==> src/rtl/i2s_dac_tx_pkg.sv <==
// Shared audio types and I2S defaults for the equalizer output path.
package i2s_dac_tx_pkg;

    localparam int SAMPLE_W     = 24;
    localparam int I2S_SLOT_W   = 32;
    localparam int I2S_BCLK_DIV = 4;

    typedef logic signed [SAMPLE_W-1:0] sample_t;

    typedef struct packed {
        sample_t l;
        sample_t r;
    } stereo_t;

    // Position of a frame bit index inside its channel slot (0..slot_w-1).
    function automatic int slot_pos(input int bit_idx, input int slot_w);
        return (bit_idx >= slot_w) ? bit_idx - slot_w : bit_idx;
    endfunction

endpackage

==> src/rtl/i2s_dac_tx_if.sv <==
// Sample hand-over between the filter/gain mixer and the I2S transmitter.
//
// Handshake: the mixer drives left_in/right_in/sample_valid; the transmitter
// drives sample_ready. A pair transfers on a rising clk edge where
// sample_valid && sample_ready are both high. sample_ready is registered and
// only high while the holding buffer is empty; a valid pair presented while
// sample_ready is low is ignored (not queued), so the mixer must keep it
// stable until it sees ready.
interface i2s_dac_tx_if #(
    parameter int DATA_W = i2s_dac_tx_pkg::SAMPLE_W
);

    logic [DATA_W-1:0] left_in;
    logic [DATA_W-1:0] right_in;
    logic              sample_valid;
    logic              sample_ready;

    modport master (
        output left_in,
        output right_in,
        output sample_valid,
        input  sample_ready
    );

    modport slave (
        input  left_in,
        input  right_in,
        input  sample_valid,
        output sample_ready
    );

endinterface

==> src/rtl/i2s_dac_tx_clk_gen.sv <==
// BCLK divider and frame bit counter for the I2S master transmitter.
// fe marks the clk cycle whose edge produces a BCLK falling edge; all serial
// outputs in the top update on that same edge.
module i2s_dac_tx_clk_gen import i2s_dac_tx_pkg::*; #(
    parameter int SLOT_W   = I2S_SLOT_W,
    parameter int BCLK_DIV = I2S_BCLK_DIV
) (
    input  logic                          clk,
    input  logic                          reset_n,
    output logic                          bclk,
    output logic                          fe,
    output logic                          frame_start,
    output logic                          lrck_next,
    output logic [$clog2(2*SLOT_W)-1:0]   bit_cnt
);

    localparam int CNT_W = (BCLK_DIV > 2) ? $clog2(BCLK_DIV) : 1;
    localparam int BIT_W = $clog2(2*SLOT_W);

    logic [CNT_W-1:0] clk_cnt;
    logic [CNT_W-1:0] cnt_next;
    logic [BIT_W-1:0] bit_next;
    logic             last_bit;

    // Divider wrap, falling-edge strobe and next bit position.
    always_comb begin
        fe          = (clk_cnt == CNT_W'(BCLK_DIV-1));
        cnt_next    = fe ? '0 : clk_cnt + CNT_W'(1);
        last_bit    = (bit_cnt == BIT_W'(2*SLOT_W-1));
        frame_start = fe && last_bit;
        bit_next    = last_bit ? '0 : bit_cnt + BIT_W'(1);
        lrck_next   = (bit_next >= BIT_W'(SLOT_W));
    end

    // Divider count, registered BCLK level and bit counter advance on fe.
    always_ff @(posedge clk or negedge reset_n) begin
        if (!reset_n) begin
            clk_cnt <= '0;
            bclk    <= 1'b0;
            bit_cnt <= '0;
        end else begin
            clk_cnt <= cnt_next;
            bclk    <= (cnt_next >= CNT_W'(BCLK_DIV/2));
            if (fe) begin
                bit_cnt <= bit_next;
            end
        end
    end

endmodule

==> src/rtl/i2s_dac_tx.sv <==
// I2S master transmitter towards the audio DAC. A single holding buffer takes
// the next stereo pair from the mixer while the current frame shifts out; at
// each frame boundary the buffer moves into the shift registers (or zeros are
// sent and underrun pulses if the mixer did not deliver in time).
module i2s_dac_tx import i2s_dac_tx_pkg::*; #(
    parameter int DATA_W   = SAMPLE_W,
    parameter int SLOT_W   = I2S_SLOT_W,
    parameter int BCLK_DIV = I2S_BCLK_DIV
) (
    input  logic         clk,
    input  logic         reset_n,
    i2s_dac_tx_if.slave  smp,
    output logic         underrun,
    output logic         i2s_bclk,
    output logic         i2s_lrck,
    output logic         i2s_sdata
);

    localparam int BIT_W = $clog2(2*SLOT_W);

    logic              fe;
    logic              frame_start;
    logic              lrck_next;
    logic [BIT_W-1:0]  bit_cnt;

    logic              buf_full;
    logic              buf_full_next;
    logic              ready_q;
    logic [DATA_W-1:0] buf_l;
    logic [DATA_W-1:0] buf_r;
    logic [DATA_W-1:0] shift_l;
    logic [DATA_W-1:0] shift_r;

    logic              accept;
    logic [BIT_W-1:0]  bit_nxt;
    int                slot_b;
    logic              data_bit;

    i2s_dac_tx_clk_gen #(
        .SLOT_W   (SLOT_W),
        .BCLK_DIV (BCLK_DIV)
    ) u_clk_gen (
        .clk         (clk),
        .reset_n     (reset_n),
        .bclk        (i2s_bclk),
        .fe          (fe),
        .frame_start (frame_start),
        .lrck_next   (lrck_next),
        .bit_cnt     (bit_cnt)
    );

    assign smp.sample_ready = ready_q;

    // Handshake and buffer occupancy; a frame load frees the buffer, an
    // accept fills it (accept only happens when it was already empty, so the
    // load in the same cycle saw an empty buffer and sent zeros).
    always_comb begin
        accept        = smp.sample_valid && ready_q;
        buf_full_next = buf_full;
        if (frame_start) begin
            buf_full_next = 1'b0;
        end
        if (accept) begin
            buf_full_next = 1'b1;
        end
    end

    // Slot position of the bit that the coming falling edge presents.
    always_comb begin
        bit_nxt  = frame_start ? '0 : bit_cnt + BIT_W'(1);
        slot_b   = slot_pos(int'(bit_nxt), SLOT_W);
        data_bit = (slot_b >= 1) && (slot_b <= DATA_W);
    end

    // Holding buffer and registered ready.
    always_ff @(posedge clk or negedge reset_n) begin
        if (!reset_n) begin
            buf_full <= 1'b0;
            ready_q  <= 1'b1;
            buf_l    <= '0;
            buf_r    <= '0;
        end else begin
            if (accept) begin
                buf_l <= smp.left_in;
                buf_r <= smp.right_in;
            end
            buf_full <= buf_full_next;
            ready_q  <= !buf_full_next;
        end
    end

    // Frame load, MSB-first shifting with one-BCLK delay after LRCK, and the
    // underrun pulse when a frame starts from an empty buffer.
    always_ff @(posedge clk or negedge reset_n) begin
        if (!reset_n) begin
            shift_l   <= '0;
            shift_r   <= '0;
            i2s_sdata <= 1'b0;
            i2s_lrck  <= 1'b0;
            underrun  <= 1'b0;
        end else begin
            underrun <= frame_start && !buf_full;
            if (fe) begin
                i2s_lrck <= lrck_next;
                if (frame_start) begin
                    shift_l   <= buf_full ? buf_l : '0;
                    shift_r   <= buf_full ? buf_r : '0;
                    i2s_sdata <= 1'b0;
                end else if (data_bit && !lrck_next) begin
                    i2s_sdata <= shift_l[DATA_W-1];
                    shift_l   <= shift_l << 1;
                end else if (data_bit) begin
                    i2s_sdata <= shift_r[DATA_W-1];
                    shift_r   <= shift_r << 1;
                end else begin
                    i2s_sdata <= 1'b0;
                end
            end
        end
    end

endmodule

==> src/flat_wrapper.sv <==
// flat-port wrapper written by rule: the top's interface ports become plain ports
module i2s_dac_tx_flat import i2s_dac_tx_pkg::*;
#(
    parameter int DATA_W   = SAMPLE_W,
    parameter int SLOT_W   = I2S_SLOT_W,
    parameter int BCLK_DIV = I2S_BCLK_DIV
)
  (clk, reset_n, underrun, i2s_bclk, i2s_lrck, i2s_sdata, smp_left_in, smp_right_in, smp_sample_valid, smp_sample_ready);
  i2s_dac_tx_if #(.DATA_W(DATA_W)) smp_i ();
  input  logic clk;
  input  logic reset_n;
  output logic underrun;
  output logic i2s_bclk;
  output logic i2s_lrck;
  output logic i2s_sdata;
  input wire logic [$bits(smp_i.left_in)-1:0] smp_left_in;
  input wire logic [$bits(smp_i.right_in)-1:0] smp_right_in;
  input wire logic [$bits(smp_i.sample_valid)-1:0] smp_sample_valid;
  output wire logic [$bits(smp_i.sample_ready)-1:0] smp_sample_ready;
  assign smp_i.left_in = smp_left_in;
  assign smp_i.right_in = smp_right_in;
  assign smp_i.sample_valid = smp_sample_valid;
  assign smp_sample_ready = smp_i.sample_ready;
  i2s_dac_tx #(.DATA_W(DATA_W), .SLOT_W(SLOT_W), .BCLK_DIV(BCLK_DIV)) u_core (.clk(clk), .reset_n(reset_n), .smp(smp_i), .underrun(underrun), .i2s_bclk(i2s_bclk), .i2s_lrck(i2s_lrck), .i2s_sdata(i2s_sdata));
endmodule
==> config.mk <==
export PLATFORM = sky130hd
export DESIGN_NAME = i2s_dac_tx_flat
export DESIGN_NICKNAME = d
export VERILOG_FILES = /design/src/rtl/i2s_dac_tx_pkg.sv /design/src/rtl/i2s_dac_tx_if.sv /design/src/rtl/i2s_dac_tx_clk_gen.sv /design/src/rtl/i2s_dac_tx.sv /design/src/flat_wrapper.sv
export SDC_FILE = /design/constraint.sdc
export NUM_CORES = 1
export LEC_CHECK = 0
export ABC_AREA = 0
export BUFFER_PORTS_ARGS = -buffer_cell sky130_fd_sc_hd__buf_4
export CAP_MARGIN = 20
export CORE_UTILIZATION = 45
export DETAILED_ROUTE_END_ITERATION = 7
export PLACE_DENSITY_LB_ADDON = 0.25
export REMOVE_ABC_BUFFERS = 1
export SLEW_MARGIN = 30
export SYNTH_ARGS = -nofsm -noshare
export SYNTH_HDL_FRONTEND = slang
export SYNTH_SLANG_ARGS = --single-unit
==> constraint.sdc <==
create_clock -name clk -period 4.1 [get_ports clk]
set_input_delay 0.205 -clock clk [delete_from_list [all_inputs] [get_ports clk]]
set_output_delay 0.205 -clock clk [all_outputs]
set_load 0.01 [all_outputs]
* Word-level counts from Yosys, hierarchy flattened
Index checks and enable logic that the tools add are counted. Widths: inputs -> output; s select.
Storage, ports and cells: register bits after elaboration 110, output and inout port bits 5, logic and storage cells 51
Operators by class: add/subtract/negate cells 3, $lt $le $gt $ge 5, eq/ne operators 3, muxes and demuxes 16, reductions and logical operators 12
Operators with widths (number):
- $mux 24 | 7
- $ge 32x2->1 const B | 1
- $le 32x6->1 const B | 1
- $mux 32 | 1
- $ge 6x6->1 const B | 2
- $mux 6 | 2
- $sub 6x6->7 const B | 1
- $add 6x1->6 const B | 1
- $eq 6x6->1 const B | 1
- $logic_and 1x1->1 | 5
- $mux 1 | 5
- $reduce_bool 2->1 | 2
- $logic_not 1->1 | 3
- $reduce_and 3->1 | 1
- $add 2x1->2 const B | 1
- $eq 2x2->1 const B | 1
- $ge 2x2->1 const B | 1
- $mux 2 | 1
- $ne 2x1->1 const B | 1
- $reduce_and 2->1 | 1

* Longest topological paths before layout
depth after elaboration 10, gate-level depth with buffers 16, gate-level depth less buffers 12

* Cells and area by module
From an unflattened synthesis, not the netlist that was laid out.
Unflattened totals: cell total of the unflattened synthesis 501, area total of the unflattened synthesis 5295.1 µm²
By module, submodules not included:
- i2s_dac_tx | times used 1, cells an instance 465, area an instance 4907.2 µm²
- i2s_dac_tx_clk_gen | times used 1, cells an instance 36, area an instance 387.9 µm²

* Worst setup path before layout
OpenSTA, ideal clock, no wires.
path type register -> register, start register u_core.u_clk_gen.bit_cnt[0], end register u_core.shift_l[10], setup time 0.126 ns, arrival time 3.350 ns, slack 0.624 ns, stages on the path, launching flop included 15, path buffers 3, period minus slack after synthesis 3.476 ns, path through dfrtp_1 ha_1 and4_1 nand3_1 clkbuf_1 buf_1 nand2_1 ha_1 o21ai_0 a221o_1 o211a_2 nor4_4 nor2_2 buf_6 a221o_1
Between the ends: word-level cells in the longest chain between the ends 10, elaborated cells between the ends (all ways) 17, those cells by class add/sub: 2; order compare: 4; eq/ne: 1; mux: 4; reduce/logical: 6
Ends and longest elaborated chain:
- from (decl) | RTL line i2s_dac_tx_clk_gen.sv:14 | output logic [$clog2(2*SLOT_W)-1:0] bit_cnt
- from (signal assigned) | RTL line i2s_dac_tx_clk_gen.sv:45 | bit_cnt <= bit_next;
- branches (longest 10 deep; another with $ge 32x2->1)
- to (signal assigned) | RTL line i2s_dac_tx.sv:106 | shift_l <= buf_full ? buf_l : '0;
- to (signal assigned) | RTL line i2s_dac_tx.sv:111 | shift_l <= shift_l << 1;
- to (decl) | RTL line i2s_dac_tx.sv:31 | logic [DATA_W-1:0] shift_l;
Several ways; the timed one is not identified. A chain may end at the register's enable or synchronous reset.

* Worst setup path in the final report
start register u_core.u_clk_gen.bit_cnt[0], end register u_core.shift_l[21]
Same word-level chain as after synthesis.

==> metrics.txt <==
layout cells sized above 1=31.2%; diode count=0; r2r worst-path depth=12; HPWL after DPL=~5.3 mm; Initial Util=between 40% and 50%; Routed WL per cell=between 15 and 20 microns; maximum VDD drop=approximately 0.00018 V; Clock Sinks=about 110; DIE WIDTH=103 microns; largest family of logic cells by synthesized area=compound AO/OA/AOI/OAI gates; number of max-cap violations=0; Synth Register Bits=109; critical path launch point type=flop; Vias=3088; Post-synth EDFFs=0; WP data required=between 4 and 5 ns; Ys Warns=0; row count=36; first-pass GRT wire length=14.1 mm; DRC=0; vias in the first global route=just over 3000; mux share of post-synthesis cell area=12.2%; port bufs=between 50 and 60; drt pass-1 iters=5; Worst Hold Class=primary input to flop; Max Freq=280 MHz; Hold Fails Final Rpt=0; post-route setup TNS=0 ns; Clk Latency, worst-skew pair=around 0.37 ns; hold_sp=smp_left_in[1]; clk buf depth=2; min cycle time layout=approximately 3.6 ns; core area=between 0.009 and 0.01 sq mm; CTS H-tree depth=3; RSZ-0062 raised after global routing=false; Syn Std Cell Area=0.00461 sq mm; largest net degree at the start of global routing=86; Final period util=87.1%; CTS Buf Count=9; Final nets=470; drt total wl=about 8.5 mm; asr flop ratio synth=between 90% and 100%; TritonCTS clock tree=built; Synth Area in Compound Gates=13.1%; post-synthesis simple-gate area fraction=9.81%; xor/xnor share of the synthesized area=0.761%; gpl congestion=0.786; final number of max-transition violations=0; Syn Inst Count=370; Placed Area=0.00511 sq mm; Adder-Cell Fraction of Synth Area=approximately 1.1%; kind of critical path=flop to flop; grt ovf=0; initial antenna violation count=0; Clock transition at path regs=around 0.10 ns; CP max FO=12; pwr/cell area=338 mW/mm^2; Iter 0 DRT Violations=119; Slew HR=42.5%; WHS Path Cells=2; antenna viol nets, final=0; Area Overhead vs Synth=15.5%; worst r2r src=u_core.u_clk_gen.bit_cnt[0]; Syn Area/Cell=12.4 sq um; Arr. time, crit path=3.88 ns; Synth Flop Type=dfrtp_1; Design Area, Final=0.00532 sq mm; io pins=56; Static Leak=0.00265 uW; most frequent cells in the layout=dfrtp_1, buf_4, mux2_2; status=complete, no violations; crit end category=flop; setup violators final=0; GRT Resource Usage Total=17.3%; most common cell after layout, fill and taps aside=dfrtp_1; Slew @ Worst Pin=0.861 ns; Die Ht=103 microns; Root Driver=clkbuf_8; Netlist cell types=36; Post-CTS Setup Repair Bufs=0; Fill cells=859; Seq/Total Area, Yosys=59.3%; number of vias per cell=5.58; Die ar.=0.0106 sq mm; crit path from=u_core.u_clk_gen.bit_cnt[0]; Worst Skew=0.00732 ns
[stage by stage]
step | worst slack (ns) | hold WS [ns] | utilization [%] | total power [uW] | cells
finish | 0.529 | 0.0555 | 53.9 | 1800 | 553
global route | 0.265 | 0.0428 | 53.9 | 1870 | 553
CTS | 0.525 | 0.0410 | 53.9 | 1820 | 553
detailed placement | 0.571 | 0.309 | 51.8 | 1160 | 536
global placement | 0.714 | 0.411 | 51.7 | 1150 | 536
floorplan | -1.95 | -0.0906 | - | 1100 | 343
[worst paths after layout]
check	endpoint	slack [ns]
min reg2reg	u_core.u_clk_gen.clk_cnt[0]	0.43
max	u_core.shift_l[21]	0.53
min	u_core.buf_l[1]	0.06
max reg2reg	u_core.shift_l[21]	0.53
max in group asynchronous	u_core.smp.sample_ready	2.81
min in group asynchronous	u_core.buf_l[23]	0.43
[final cells by class]
cell class,count,area (sq um),area share [%]
well taps,133,166,3.13
clock buffers,13,159,2.99
inverters,8,30.0,0.564
multi-input cells,226,1720,32.3
flip-flops and latches,109,2730,51.3
clock inverters,3,43.8,0.823
repair buffers,61,477,8.96
[critical path, cell delays in order (launching register included)]
cell and delay (ns):
dfrtp_1 0.41, and2_1 0.18, nand4_1 0.17, xnor2_1 0.45, nand2_1 0.14, ha_1 0.36
o21ai_0 0.09, a221o_1 0.34, o211a_2 0.16, or3_1 0.39, nor2_2 0.40, buf_4 0.26
a221o_1 0.16
[sequential cells by signal (all words and copies together), names as in the netlist]
name,cells
u_core.buf_l,24
u_core.buf_r,24
u_core.shift_l,24
u_core.shift_r,24
u_core.u_clk_gen.bit_cnt,6
u_core.buf_full,1
u_core.i2s_lrck,1
u_core.i2s_sdata,1
u_core.smp.sample_ready,1
u_core.u_clk_gen.bclk,1
u_core.u_clk_gen.clk_cnt,1
u_core.underrun,1
[cells in the mapped netlist (all sizes together), types with 2 or more instances]
cell type	number	area share, %
nor4	2	0.60
mux2i	2	0.43
o21ai	32	3.5
nand2	37	3.0
nand3b	3	0.49
inv	8	0.65
and3	23	3.2
nor2	6	0.60
dfrtp	108	59
nand4	2	0.27
buf	12	1.9
nand3	5	0.54
or3	2	0.27
and2	2	0.27
a22oi	22	3.6
a221o	24	5.2
mux2	48	12
clkbuf	15	1.2
ha	4	1.1
xnor2	4	0.76
[power by group]
part,internal [uW],switching (uW),total (uW)
Sequential,1070,0,1070
Combinational,31.5,26.7,58.2
Clock,317,347,664
[repair_timing]
| item | CTS | global route |
|---|---|---|
| resized for setup | 0 | 0 |
| endpoints found under the setup margin | 0 | 0 |
| hold buffers | 1 | 0 |
| hold endpoints to repair | 84 | 0 |
[metal layers]
layer | global-route usage [%] | part of all wire [%] | up-vias
met3 | 4.61 | 4.1 | 14
met1 | 20.8 | 44 | 1575
met4 | 6.61 | 1.8 | 0
met5 | 0 | 0 | -
li1 | - | - | 1436
met2 | 29.6 | 50 | 63
[cells by family after synthesis]
logic type                 count (synthesis)
AOI/OAI and AO/OA                         83
xor gates and xnor gates                   4
adders and majority gates                  4
buffers and inverters                     35
DFF                                      109
muxes                                     50
and+or+nand+nor                           85
Note: power is estimated with default switching activity, not from simulation.
